[src/rtl/avalon_mem_pkg.sv]
// Shared widths and types for the Avalon-MM word-memory responder.
package avalon_mem_pkg;
    localparam int AVM_DATA_W           = 64;
    localparam int AVM_ADDR_W           = 32;
    localparam int AVM_BE_W             = 8;
    localparam int DEFAULT_READ_LATENCY = 2;

    typedef struct packed {
        logic                  valid;
        logic [AVM_DATA_W-1:0] data;
    } pipe_entry_t;
endpackage

[src/rtl/read_latency_pipe.sv]
// Fixed-latency return path: READ_LATENCY shift stages plus the registered read-data output.
import avalon_mem_pkg::*;

module read_latency_pipe #(
    parameter int READ_LATENCY = DEFAULT_READ_LATENCY
) (
    input  logic                  clk,
    input  logic                  rst_n,
    input  pipe_entry_t           in_entry,
    output logic [AVM_DATA_W-1:0] rd_data,
    output logic                  rd_valid
);
    pipe_entry_t stage [READ_LATENCY];

    always_ff @(posedge clk or negedge rst_n) begin
        if (!rst_n) begin
            for (int i = 0; i < READ_LATENCY; i++) begin
                stage[i] <= '0;
            end
            rd_data  <= '0;
            rd_valid <= 1'b0;
        end else begin
            stage[0] <= in_entry;
            for (int i = 1; i < READ_LATENCY; i++) begin
                stage[i] <= stage[i-1];
            end
            rd_valid <= stage[READ_LATENCY-1].valid;
            // Read data holds its last returned value between valid pulses.
            if (stage[READ_LATENCY-1].valid) begin
                rd_data <= stage[READ_LATENCY-1].data;
            end
        end
    end
endmodule

[src/rtl/avalon_mem_responder.sv]
// Avalon-MM slave with a byte-writable word memory, pipelined reads and an outstanding-read limit.
import avalon_mem_pkg::*;

module avalon_mem_responder #(
    parameter int DEPTH        = 16,
    parameter int READ_LATENCY = DEFAULT_READ_LATENCY,
    parameter int MAX_PENDING  = 4
) (
    input  logic                  clk,
    input  logic                  rst_n,
    input  logic [AVM_ADDR_W-1:0] avs_address,
    input  logic                  avs_read,
    input  logic                  avs_write,
    input  logic [AVM_DATA_W-1:0] avs_writedata,
    input  logic [AVM_BE_W-1:0]   avs_byteenable,
    output logic                  avs_waitrequest,
    output logic [AVM_DATA_W-1:0] avs_readdata,
    output logic                  avs_readdatavalid,
    output logic [15:0]           rd_count,
    output logic                  protocol_err
);
    localparam int IDX_W = $clog2(DEPTH);

    logic [AVM_DATA_W-1:0] mem [DEPTH];
    logic [3:0]            outstanding;
    logic [IDX_W-1:0]      idx;
    logic                  addr_oob;
    logic                  rd_accept;
    logic                  wr_accept;
    logic                  err_set;
    pipe_entry_t           rd_entry;

    // A return this cycle frees its slot, so a full counter only stalls when nothing is returning.
    assign avs_waitrequest = (outstanding == 4'(MAX_PENDING)) && !avs_readdatavalid;

    assign addr_oob  = avs_address >= AVM_ADDR_W'(DEPTH);
    assign idx       = avs_address[IDX_W-1:0];
    assign rd_accept = avs_read && !avs_waitrequest;
    assign wr_accept = avs_write && !avs_read && !avs_waitrequest && !addr_oob;
    assign err_set   = !avs_waitrequest &&
                       (((avs_read || avs_write) && addr_oob) || (avs_read && avs_write));

    always_comb begin
        rd_entry       = '0;
        rd_entry.valid = rd_accept;
        if (rd_accept && !addr_oob) begin
            rd_entry.data = mem[idx];
        end
    end

    // Memory contents survive reset.
    always_ff @(posedge clk) begin
        if (wr_accept) begin
            for (int b = 0; b < AVM_BE_W; b++) begin
                if (avs_byteenable[b]) begin
                    mem[idx][8*b +: 8] <= avs_writedata[8*b +: 8];
                end
            end
        end
    end

    always_ff @(posedge clk or negedge rst_n) begin
        if (!rst_n) begin
            outstanding  <= '0;
            rd_count     <= '0;
            protocol_err <= 1'b0;
        end else begin
            case ({rd_accept, avs_readdatavalid})
                2'b10:   outstanding <= outstanding + 4'd1;
                2'b01:   outstanding <= outstanding - 4'd1;
                default: outstanding <= outstanding;
            endcase
            if (avs_readdatavalid) begin
                rd_count <= rd_count + 16'd1;
            end
            if (err_set) begin
                protocol_err <= 1'b1;
            end
        end
    end

    read_latency_pipe #(
        .READ_LATENCY(READ_LATENCY)
    ) u_pipe (
        .clk      (clk),
        .rst_n    (rst_n),
        .in_entry (rd_entry),
        .rd_data  (avs_readdata),
        .rd_valid (avs_readdatavalid)
    );
endmodule
[config.mk]
export PLATFORM = sky130hd
export DESIGN_NAME = avalon_mem_responder
export DESIGN_NICKNAME = d
export VERILOG_FILES = /design/src/rtl/avalon_mem_pkg.sv /design/src/rtl/read_latency_pipe.sv /design/src/rtl/avalon_mem_responder.sv
export SDC_FILE = /design/constraint.sdc
export NUM_CORES = 1
export LEC_CHECK = 0
export CAP_MARGIN = 10
export CELL_PAD_IN_SITES_DETAIL_PLACEMENT = 1
export CELL_PAD_IN_SITES_GLOBAL_PLACEMENT = 1
export CORE_MARGIN = 10
export CORE_UTILIZATION = 29
export CTS_BUF_LIST = sky130_fd_sc_hd__clkbuf_4 sky130_fd_sc_hd__clkbuf_8
export DETAILED_ROUTE_END_ITERATION = 8
export PLACE_DENSITY = 0.47
export SYNTH_ARGS = -nofsm -noshare
export SYNTH_HDL_FRONTEND = slang
export SYNTH_SLANG_ARGS = --single-unit
[constraint.sdc]
create_clock -name clk -period 5.17 [get_ports clk]
set_clock_uncertainty 0.1 [all_clocks]
set_input_delay 1.034 -clock clk [delete_from_list [all_inputs] [get_ports clk]]
set_output_delay 1.034 -clock clk [all_outputs]
set_load 0.005 [all_outputs]
======== Word level (Yosys, flattened, before mapping) ========
Memories as Yosys holds them, arrays and structs flattened.
Cells that the tools add are included.
storage, ports and cells
  flip-flop bits (word level) ............. 216
  RAM bits ................................ 1024
  input port bits ......................... 108
  output and inout port bits .............. 83
  logic and storage cells ................. 59
  memories kept ........................... 1
cells by class
  add/subtract/negate cells ............... 3
  order comparisons ....................... 1
  equality and inequality tests ........... 3
  muxes and demuxes ....................... 26
  reductions and logical operators ........ 16
memory list
  name  depth  bits a word  read ports  clocked after Yosys merged registers in  write ports  RTL line                    text
  mem   16     64           1           0                                        1            avalon_mem_responder.sv:24  logic [AVM_DATA_W-1:0] mem [DEPTH];
operators by type and width
  operator                 number
  $mux W64                 1
  $ge A32 B5 Y1 const B    1
  $mux W1                  24
  $add A16 B1 Y16 const B  1
  $logic_and A1 B1 Y1      9
  $pmux W4 S2              1
  $add A4 B1 Y4 const B    1
  $eq A4 B3 Y1 const B     1
  $logic_not A1 Y1         4
  $sub A4 B1 Y4 const B    1
  $eq A2 B1 Y1 const B     1
  $eq A2 B2 Y1 const B     1
  $logic_or A1 B1 Y1       2
  $reduce_bool A2 Y1       1

======== Depth between registers and ports, before layout ========
  word-level depth ........................ 7
  depth in mapped cells ................... 8
  gate-level depth less buffers ........... 8

======== By module ========
Synthesis repeated with hierarchy kept, for this count alone.
second synthesis, totals
  cells, all modules ...................... 2100
  area, all modules ....................... 46017.9 µm²
modules (own cells, without submodules)
  module                times used  cells each  area each (µm²)  sequential area each (µm²)
  avalon_mem_responder  1           1834        40060.9          31275.0
  read_latency_pipe     1           266         5957.0           4879.7

======== Worst setup path before layout ========
Ideal clock, no wire load.
  path kind ............................... input-to-reg
  start point ............................. input avs_address[29]
  end point ............................... memory mem[11][16], enable pin
  setup time .............................. 370 ps
  arrival time ............................ 2472 ps
  required time ........................... 4700 ps
  setup slack ............................. 2227 ps
  stages on the path ...................... 6
  buffers on the path ..................... 2
  path through ............................ nor4_1 -> and4_1 -> buf_2 -> nand4_1 -> buf_6 -> nor2_1
on the way
  cells in the longest elaborated chain, start to end .. 5
RTL lines
  item                           RTL line                    text
  start, declared                avalon_mem_responder.sv:11  input logic [AVM_ADDR_W-1:0] avs_address,
  $ge A32 B5 Y1                  avalon_mem_responder.sv:36  assign addr_oob = avs_address >= AVM_ADDR_W'(DEPTH);
  $logic_not A1 Y1               avalon_mem_responder.sv:39  assign wr_accept = avs_write && !avs_read && !avs_waitrequest && !addr_oob;
  $logic_and A1 B1 Y1            avalon_mem_responder.sv:39
  $mux W1                        avalon_mem_responder.sv:53  if (wr_accept) begin
  $mux W1 (implied by the code)  avalon_mem_responder.sv:56  mem[idx][8*b +: 8] <= avs_writedata[8*b +: 8];
  end, declared                  avalon_mem_responder.sv:24
Every way passes these cells.

======== Worst setup path in the final report ========
  start point ............................. register outstanding[0]
  end point ............................... output avs_waitrequest
on the way
  cells in the longest elaborated chain, start to end .. 2
RTL lines
  item                    RTL line                    text
  start, declared         avalon_mem_responder.sv:25  logic [3:0] outstanding;
  start signal, assigned  avalon_mem_responder.sv:69  2'b10: outstanding <= outstanding + 4'd1;
  start signal, assigned  avalon_mem_responder.sv:70  2'b01: outstanding <= outstanding - 4'd1;
  start signal, assigned  avalon_mem_responder.sv:71  default: outstanding <= outstanding;
  $eq A4 B3 Y1            avalon_mem_responder.sv:34  assign avs_waitrequest = (outstanding == 4'(MAX_PENDING)) && !avs_readdatavalid;
  $logic_and A1 B1 Y1     avalon_mem_responder.sv:34
  end, declared           avalon_mem_responder.sv:16  output logic avs_waitrequest,
Every way passes these cells.

==> flow_summary.json <==
{
  "outcome": "completed",
  "clock-root-buffer": "clkbuf_8",
  "min_period_ps": 4180,
  "cts_buffer_depth": 3,
  "place_congestion": 0.784,
  "cp-end-kind": "output port",
  "dieHeight_um": 417,
  "ant_nets": 0,
  "layout_common_cells": "edfxtp_1, mux4_2, clkbuf_8",
  "track_usage_pct": 14.5,
  "hp-class": "reg2reg",
  "arrival_ps": 3050,
  "cp_cell_sequence": "nor4b_1, nand2_1, inv_1, clkdlybuf4s50_1",
  "ir_worst_vdd_uv": 207,
  "antenna_found_initial": 6,
  "dp_hpwl_um": 82900,
  "grt_pass1_wl_um": 184000,
  "cp_max_fo": 4,
  "final_common_cell": "edfxtp_1",
  "wl_um": 127000,
  "power.leakage_nw": 18.3,
  "clock_sinks": 1240,
  "routedWlPerCell_um": 26.9,
  "area_growth_pct": 19.9,
  "rsz0062_at_grt": "false",
  "fin_crit_sh_pct": 80.9,
  "drive_gt1_share_pct": 29.1,
  "ys_seq_area_share_pct": 79.1,
  "io_pins": 191,
  "hold_viol": 0,
  "yosysWarnings": 0,
  "finalSetupTns_ps": 0,
  "grt_pass1_vias": 24900,
  "first_pass_iters": 5,
  "syn_nets": 2212,
  "num_vias": 22200,
  "max_slew_margin_pct": 35.9,
  "ys_seq_elements": 1240,
  "die_w_um": 417,
  "grt_start_max_net_pins": 117,
  "drc": 0,
  "clkLatencyLatePin_ps": 930,
  "max-cap-violations": 0,
  "cts_tree": "built",
  "cts_buffers": 205,
  "max_freq_mhz": 239,
  "syn_area_mm2": 0.0457,
  "path_clk_slew_ps": 60,
  "htree_levels": 4,
  "io_buffers": 190,
  "critPathKind": "reg2out",
  "gr-total-overflow": 0,
  "critPathRequiredTime_ps": 4040,
  "die-area_mm2": 0.174,
  "synth_cell_types": 33,
  "postLayoutCellArea_mm2": 0.0548,
  "drv_slew": 0,
  "worst_pin_slew_ps": 959,
  "finalSetupViolCount": 0,
  "start_util_pct": 29.2,
  "postSynthAreaPerCell_um2": 21.8,
  "synth_edf_count": 1024,
  "worst_path_largest_cell_delay_ps": 830,
  "fp-row-count": 145,
  "core_mm2": 0.156,
  "postSynthCellCount": 2100,
  "fin_util_pct": 35.0,
  "startpoint_type": "flip-flop",
  "async_flop_share_pct": 17.4,
  "place_area_mm2": 0.0506,
  "p_per_area_mw_per_mm2": 377,
  "drt_iter0_markers": 1782,
  "synth-main-ff-cell": "edfxtp_1",
  "critPathSlowestCell": "nor4b_1",
  "vias_per_cell": 4.69,
  "nNetsFinal": 2620
}
-- per-layer routing --
layer | track usage [%] | part of all wire (%) | vias up
li1 | - | - | 9467
met1 | 18.5 | 42 | 11900
met2 | 24.1 | 49 | 598
met3 | 3.24 | 4.9 | 206
met4 | 5.63 | 3.3 | 0
met5 | 0 | 0 | -
-- state kept, by name (all words and copies together) (netlist names) --
signal	cells
rd_count	16
u_pipe.rd_valid	1
mem	1024
u_pipe.rd_data	64
outstanding	4
u_pipe.stage	130
protocol_err	1
-- report_power, final --
group	switching [mW]	internal (mW)	total [mW]
registers	0.0704	10.9	10.9
logic	0.594	0.430	1.02
clock network	3.99	4.67	8.67
-- worst paths after layout --
check                           slack [ps]                 to              from  cells after the start
worst max-delay path                   990    avs_waitrequest    outstanding[0]                      4
worst min-delay path                   240   u_pipe.stage[20]  u_pipe.stage[85]                      0
worst max register to register        2230         mem[5][36]   u_pipe.rd_valid                      6
worst min register to register         240   u_pipe.stage[20]  u_pipe.stage[85]                      0
max in group asynchronous             3250   u_pipe.stage[43]             rst_n                      3
min in group asynchronous              520  u_pipe.rd_data[9]             rst_n                      2
-- synthesized netlist by cell type (6+ instances only) --
cell type  number  area [µm²]
edfxtp_1     1024       30700
mux4_2        256        5770
dfrtp_1       216        5410
nor2_1        135         507
a22oi_1       128         961
a21oi_1        66         330
mux2_2         66         743
clkbuf_1       61         229
buf_2          32         160
nand2_1        19        71.3
buf_6          15         169
nand4_1        13        81.3
xnor2_1        12         105
nand3_1         8        40.0
inv_1           7        26.3
nor4_1          7        43.8
xor2_1          6        52.6
-- per-stage QoR --
stage	worst slack [ps]	hold WS, ps	instances	power, mW
6_report	989	239	4740	20.6
3_3_place_gp	895	232	4358	12.2
4_1_cts	814	244	4737	21.0
5_1_grt	717	249	4740	21.5
2_1_floorplan	2230	231	2100	11.6
3_5_place_dp	906	236	4358	12.2
-- critical path, delay by kind of cell, from the launching register on --
family / cells / cell delay, ps
flops: 1 / 420
simple gates: 2 / 1000
buf+inv: 2 / 750
-- cell type report --
| type | instances | area, µm² |
|---|---|---|
| Clock inverter | 101 | 694 |
| Inverter | 7 | 26.3 |
| Fill cell | 15400 | 102000 |
| Tap cell | 2058 | 2570 |
| Antenna cell | 3 | 7.51 |
| Sequential cell | 1240 | 36200 |
| Timing Repair Buffer | 314 | 2940 |
| Clock buffer | 277 | 3430 |
| Multi-Input combinational cell | 740 | 8960 |
-- cell families after synthesis --
kind of cell / count (synthesis) / share of synthesized area (%)
flip-flops: 1240 / 79.1
multiplexers: 324 / 14.3
AO/OA/AOI/OAI: 198 / 2.91
AND/OR/NAND/NOR: 196 / 1.83
buffers and inverters: 120 / 1.35
XOR/XNOR: 18 / 0.345
adder cells (fa/ha/maj): 4 / 0.126
-- timing repair --
item / CTS / global route
endpoints found under the hold margin: 61 / 0
resized for setup: 0 / 0
buffers inserted: 0 / 0
hold buffers: 1 / 0
No activity file was read; power rests on OpenSTA's default activity.
